**src/rtl/row_packer.sv**
```systemverilog
// row_packer: gathers a scan-order pixel stream into full-width rows using two
// ping-pong row buffers, so one row can fill while the other waits downstream.
//
// Ports:
//   clk, reset            single rising-edge clock, asynchronous active-high reset
//   pix_data/pix_valid/pix_last/pix_ready   incoming pixel stream (valid/ready)
//   row_data/row_len/row_valid/row_ready    packed output row (valid/ready)
//   row_count             rows handed downstream since reset (wraps at 256)
//   short_row, overrun    sticky row-length error flags
//   clear_err             synchronous clear of the sticky flags
module row_packer #(
  parameter int unsigned PIXELS = 120,
  parameter int unsigned PIXW   = 8
) (
  input  logic                   clk,
  input  logic                   reset,
  input  logic [PIXW-1:0]        pix_data,
  input  logic                   pix_valid,
  input  logic                   pix_last,
  output logic                   pix_ready,
  output logic [PIXELS*PIXW-1:0] row_data,
  output logic [6:0]             row_len,
  output logic                   row_valid,
  input  logic                   row_ready,
  output logic [7:0]             row_count,
  output logic                   short_row,
  output logic                   overrun,
  input  logic                   clear_err
);

  localparam int unsigned IDXW    = 7;
  localparam int unsigned ROWW    = PIXELS * PIXW;
  localparam int unsigned LASTIDX = PIXELS - 1;

  typedef enum logic {
    FILL = 1'b0,
    DROP = 1'b1
  } state_t;

  state_t            r_state;
  state_t            w_state_nxt;
  logic [ROWW-1:0]   r_buf [2];
  logic [IDXW-1:0]   r_len [2];
  logic [1:0]        r_full;
  logic              r_wr_sel;
  logic              r_rd_sel;
  logic [IDXW-1:0]   r_idx;
  logic [7:0]        r_count;
  logic              r_short;
  logic              r_over;

  logic w_ready;
  logic w_acc;
  logic w_fill_acc;
  logic w_at_end;
  logic w_done;
  logic w_ovr_set;
  logic w_short_set;
  logic w_row_hs;

  // Acceptance: DROP swallows everything; FILL waits for a free write buffer.
  assign w_ready     = !reset && ((r_state == DROP) || !r_full[r_wr_sel]);
  assign w_acc       = pix_valid && w_ready;
  assign w_fill_acc  = w_acc && (r_state == FILL);
  assign w_at_end    = (r_idx == IDXW'(LASTIDX));
  assign w_done      = w_fill_acc && (pix_last || w_at_end);
  assign w_ovr_set   = w_fill_acc && w_at_end && !pix_last;
  assign w_short_set = w_fill_acc && pix_last && !w_at_end;
  assign w_row_hs    = r_full[r_rd_sel] && row_ready;

  // Fill state register.
  always_ff @(posedge clk or posedge reset) begin
    if (reset) r_state <= FILL;
    else       r_state <= w_state_nxt;
  end

  // Fill next-state: a row that hits full width without pix_last drops the tail.
  always_comb begin
    w_state_nxt = r_state;
    case (r_state)
      FILL:    if (w_ovr_set)           w_state_nxt = DROP;
      DROP:    if (w_acc && pix_last)   w_state_nxt = FILL;
      default:                          w_state_nxt = FILL;
    endcase
  end

  // Row buffers, pointers, counters and sticky flags.
  always_ff @(posedge clk or posedge reset) begin
    if (reset) begin
      r_buf[0] <= '0;
      r_buf[1] <= '0;
      r_len[0] <= '0;
      r_len[1] <= '0;
      r_full   <= '0;
      r_wr_sel <= 1'b0;
      r_rd_sel <= 1'b0;
      r_idx    <= '0;
      r_count  <= '0;
      r_short  <= 1'b0;
      r_over   <= 1'b0;
    end else begin
      // Zeroing on handshake is what makes unfilled slots of a short row read 0.
      if (w_row_hs) begin
        r_full[r_rd_sel] <= 1'b0;
        r_buf[r_rd_sel]  <= '0;
        r_len[r_rd_sel]  <= '0;
        r_rd_sel         <= ~r_rd_sel;
        r_count          <= r_count + 8'd1;
      end
      // Write buffer is never the one being handed off (it is not full).
      if (w_fill_acc) begin
        for (int i = 0; i < int'(PIXELS); i++) begin
          if (r_idx == IDXW'(i)) r_buf[r_wr_sel][i*PIXW +: PIXW] <= pix_data;
        end
        if (w_done) begin
          r_full[r_wr_sel] <= 1'b1;
          r_len[r_wr_sel]  <= r_idx + 7'd1;
          r_wr_sel         <= ~r_wr_sel;
          r_idx            <= '0;
        end else begin
          r_idx <= r_idx + 7'd1;
        end
      end
      // A set event in the same cycle as clear_err wins.
      r_short <= (r_short && !clear_err) || w_short_set;
      r_over  <= (r_over  && !clear_err) || w_ovr_set;
    end
  end

  assign pix_ready = w_ready;
  assign row_valid = r_full[r_rd_sel];
  assign row_data  = r_buf[r_rd_sel];
  assign row_len   = r_len[r_rd_sel];
  assign row_count = r_count;
  assign short_row = r_short;
  assign overrun   = r_over;

endmodule

```
**config.mk**
```make
export PLATFORM = sky130hd
export DESIGN_NAME = row_packer
export DESIGN_NICKNAME = d
export VERILOG_FILES = /design/src/rtl/row_packer.sv
export SDC_FILE = /design/constraint.sdc
export NUM_CORES = 2
export LEC_CHECK = 0
export BUFFER_PORTS_ARGS = -buffer_cell sky130_fd_sc_hd__buf_4
export CAP_MARGIN = 20
export CORE_ASPECT_RATIO = 2
export CORE_MARGIN = 2
export CORE_UTILIZATION = 35
export DETAILED_ROUTE_END_ITERATION = 16
export PLACE_DENSITY = 0.61
export SLEW_MARGIN = 20
export SYNTH_ARGS = -nofsm -noshare
export SYNTH_HDL_FRONTEND = slang
export SYNTH_SLANG_ARGS = --single-unit
```
**constraint.sdc**
```tcl
create_clock -name clk -period 177.4 [get_ports clk]
set_input_delay 17.74 -clock clk [delete_from_list [all_inputs] [get_ports clk]]
set_output_delay 17.74 -clock clk [all_outputs]
set_load 0.02 [all_outputs]
```
==> flow_metrics.env <==
export IMPL_status="completed"
export IMPL_fin_nets=10390
export IMPL_cts_sinks=1956
export IMPL_vias=71336
export IMPL_critPathTopFamily="buffers and inverters"
export IMPL_cts_path_max_buffers=4
export IMPL_yosys_warnings=0
export IMPL_cp_slowest_cell="a21oi_1"
export IMPL_ys_seq_area_share_pct=51.7
export IMPL_r2r_start="r_rd_sel"
export IMPL_critPathArrivalTime_ns=18.28
export IMPL_clk_insertion_delay_late_ns=0.84
export IMPL_rsz0062_at_grt="false"
export IMPL_cts_tree="yes"
export IMPL_cp_max_fo=3
export IMPL_grt_overflow=0
export IMPL_p_per_area_nw_per_um2=12.2
export IMPL_p_sw_uw=480
export IMPL_numPortBuffers=992
export IMPL_cpMostUsedCell="buf_4"
export IMPL_grt_pass1_wl_um=473000
export IMPL_final_hold_viol_count=0
export IMPL_syn_nets=9969
export IMPL_grt_pass1_vias=69504
export IMPL_die_height_um=739
export IMPL_routedWlPerCell_um=22.9
export IMPL_synthCells=9950
export IMPL_reg2reg_slack_ns=169.54
export IMPL_switching_share_pct=36.1
export IMPL_post_route_period_util_pct=20.3
export IMPL_skew_ns=0.0408
export IMPL_ios=993
export IMPL_maxSlewViolCount=0
export IMPL_first_iter_violations=5890
export IMPL_power_frac_comb_pct=29.7
export IMPL_globalplace_congestion=0.814
export IMPL_cts_setup_buffers=0
export IMPL_fp_row_count=270
export IMPL_dp_hpwl_um=205000
export IMPL_coreArea_sq_um=270000
export IMPL_cap_violations=0
export IMPL_hold_ws_ns=0.479
export IMPL_setup_tns_final_ns=0
export IMPL_worst_path_buf_inv=2
export IMPL_wl_um=322000
export IMPL_rr_worst_depth=10
export IMPL_synth_seq_cells=1956
export IMPL_synthToLayoutAreaGrowth_pct=15.4
export IMPL_crit_path_start_kind="input pin"
export IMPL_finalSetupViolations=0
export IMPL_clkPwrFrac_pct=31.1
export IMPL_start_util_pct=35.1
export IMPL_syn_cell_area_sq_um=94700
export IMPL_drive_above_1_share_pct=25.2
export IMPL_drc_errors=0
export IMPL_p_int_uw=851
export IMPL_path_clk_slew_ns=0.07
export IMPL_ir_drop_mv=0.00978
export IMPL_crit_required_ns=159.66
export IMPL_worstSetupEndpointType="output pin"
export IMPL_grtUsageTotal_pct=22.7
export IMPL_crit_start="reset"
export IMPL_cts_root_buffer="clkbuf_16"
export IMPL_tightest_slew_ns=1.21
export IMPL_path_depth=3
export IMPL_h_tree_depth=4
export IMPL_hp_class="reg2reg"
export IMPL_drtPass1Iterations=6
export IMPL_leakage_nw=49.3
export IMPL_min_period_ns=36.02
export IMPL_cts_hold_buffers=0
export IMPL_path_cells="buf_4 > a21oi_1 > buf_4"
export IMPL_antenna_found_initial=4
export IMPL_grt_max_degree=189
export IMPL_die_area_sq_um=275000
export IMPL_slew_headroom_pct=18.9
export IMPL_cts_buffers_inserted=191
export IMPL_timing_rr_end="r_buf[1530]"
export IMPL_syn_avg_cell_area_sq_um=9.51
export IMPL_antenna_left=0
export IMPL_synth_cell_type_count=43
export IMPL_cts_resized=0
export IMPL_die_w_um=372
export IMPL_vias_per_cell=5.08
export IMPL_crit_type="in2out"
export IMPL_max_stage_delay_ns=0.21
export IMPL_max_freq_mhz=27.8
export IMPL_setup_worst_path_end="pix_ready"
export IMPL_power_frac_seq_pct=39.2
-- cells in the final DEF, fill, tap and decap left out, drive strengths merged, types with 2 or more instances in the layout --
master    netlist  final
clkinvlp        0      5
diode           0      2
nor4          240    240
mux2          970    970
nor3            2      2
dfrtp        1956   1956
nand2        3865   3865
nand2b          5      5
o21ai        1926   1926
mux2i          14     14
a21oi           2      2
or4             2      2
a21o            2      2
buf           491   1118
or3b            8      8
nand3b         12     12
nand3          11     11
xor2            5      5
clkinv          0     35
or2             3      3
bufinv          0      8
xnor2           7      7
nor2            5      5
ha              5      5
nand4           2      2
clkbuf        399    273
o31ai           3      3
inv             7     13
-- cell families (layout without fill, tap and decap cells) --
| family | count (synthesis) | in the layout | synth area share [%] |
|---|---|---|---|
| compound gates | 1938 | 1938 | 10.3 |
| xor+xnor | 12 | 12 | 0.111 |
| fa+ha+maj | 5 | 5 | 0.0661 |
| buf+inv | 897 | 1452 | 5.00 |
| flops | 1956 | 1956 | 51.7 |
| mux | 984 | 984 | 11.7 |
| other cells | 0 | 2 | 0 |
| simple gates | 4158 | 4158 | 21.1 |
-- per-stage QoR --
step | instance area, sq um | power (mW) | utilization [%] | worst slack [ns] | std cells
3_5_place_dp | 103000 | 0.923 | 38.2 | 141.38 | 13713
2_1_floorplan | 94700 | 0.780 | - | 104.42 | 9950
5_1_grt | 109000 | 1.38 | 40.5 | 141.33 | 14042
3_3_place_gp | 103000 | 0.920 | 38.2 | 141.38 | 13709
6_report | 109000 | 1.33 | 40.5 | 141.38 | 14043
4_1_cts | 109000 | 1.34 | 40.5 | 141.38 | 14040
-- worst min-delay path by stage --
stage / slack, ns / cells after the start / endpoint / start
floorplan: 0.46 / 1 / short_row / r_state
global placement: 0.46 / 1 / row_count[7] / row_count[7]
detailed placement: 0.46 / 1 / row_count[7] / row_count[7]
CTS: 0.48 / 1 / row_count[7] / row_count[7]
global route: 0.51 / 1 / row_count[7] / row_count[7]
finish: 0.48 / 1 / row_count[7] / row_count[7]
-- power by group through the flow --
stage | clock (mW) | combinational [mW] | sequential (mW)
after floorplan | 0 | 0.256 | 0.524
after global placement | 0 | 0.392 | 0.528
after detailed placement | 0 | 0.394 | 0.530
after CTS | 0.422 | 0.395 | 0.522
after global routing | 0.436 | 0.419 | 0.528
final | 0.413 | 0.396 | 0.522
-- layout make-up --
class | instances | area (sq um)
inverter | 7 | 33.8
clock inverter | 54 | 589
antenna | 2 | 5.00
sequential | 1956 | 49000
clock buffer | 273 | 5540
multi-input combinational | 7097 | 41100
timing repair buffer | 1118 | 8640
fill | 26090 | 160000
tap | 3536 | 4420
-- routing by layer --
metal | vias up | wire, um | global-route usage (%)
li1 | 33669 | - | -
met1 | 34579 | 134000 | 30.1
met2 | 2674 | 132000 | 32.0
met3 | 412 | 44400 | 11.2
met4 | 2 | 11500 | 7.68
met5 | - | 122 | 0.303
-- flip-flops by register name, summed over array words and instances (netlist names) --
register,cells
overrun,1
r_buf,1920
r_full,2
r_idx,7
r_len,14
r_rd_sel,1
r_state,1
r_wr_sel,1
row_count,8
short_row,1
-- Yosys cell counts (all sizes together) --
cell / count / area (sq um)
a21boi: 1 / 7.51
a21o: 2 / 15.0
a21oi: 2 / 10.0
and2: 1 / 6.26
and3: 1 / 6.26
buf: 491 / 3210
clkbuf: 399 / 1500
dfrtp: 1956 / 48900
ha: 5 / 62.6
inv: 7 / 26.3
mux2: 970 / 10900
mux2i: 14 / 140
nand2: 3865 / 14500
nand2b: 5 / 31.3
nand3: 11 / 77.6
nand3b: 12 / 105
nand4: 2 / 12.5
nor2: 5 / 18.8
nor3: 2 / 32.5
nor4: 240 / 5100
o21ai: 1926 / 9640
o21ba: 1 / 10.0
o21bai: 1 / 7.51
o31ai: 3 / 22.5
o32ai: 1 / 8.76
o41ai: 1 / 8.76
or2: 3 / 21.3
or3: 1 / 6.26
or3b: 8 / 70.1
or4: 2 / 15.0
xnor2: 7 / 61.3
xor2: 5 / 43.8
No activity file was read; power rests on OpenSTA's default activity.
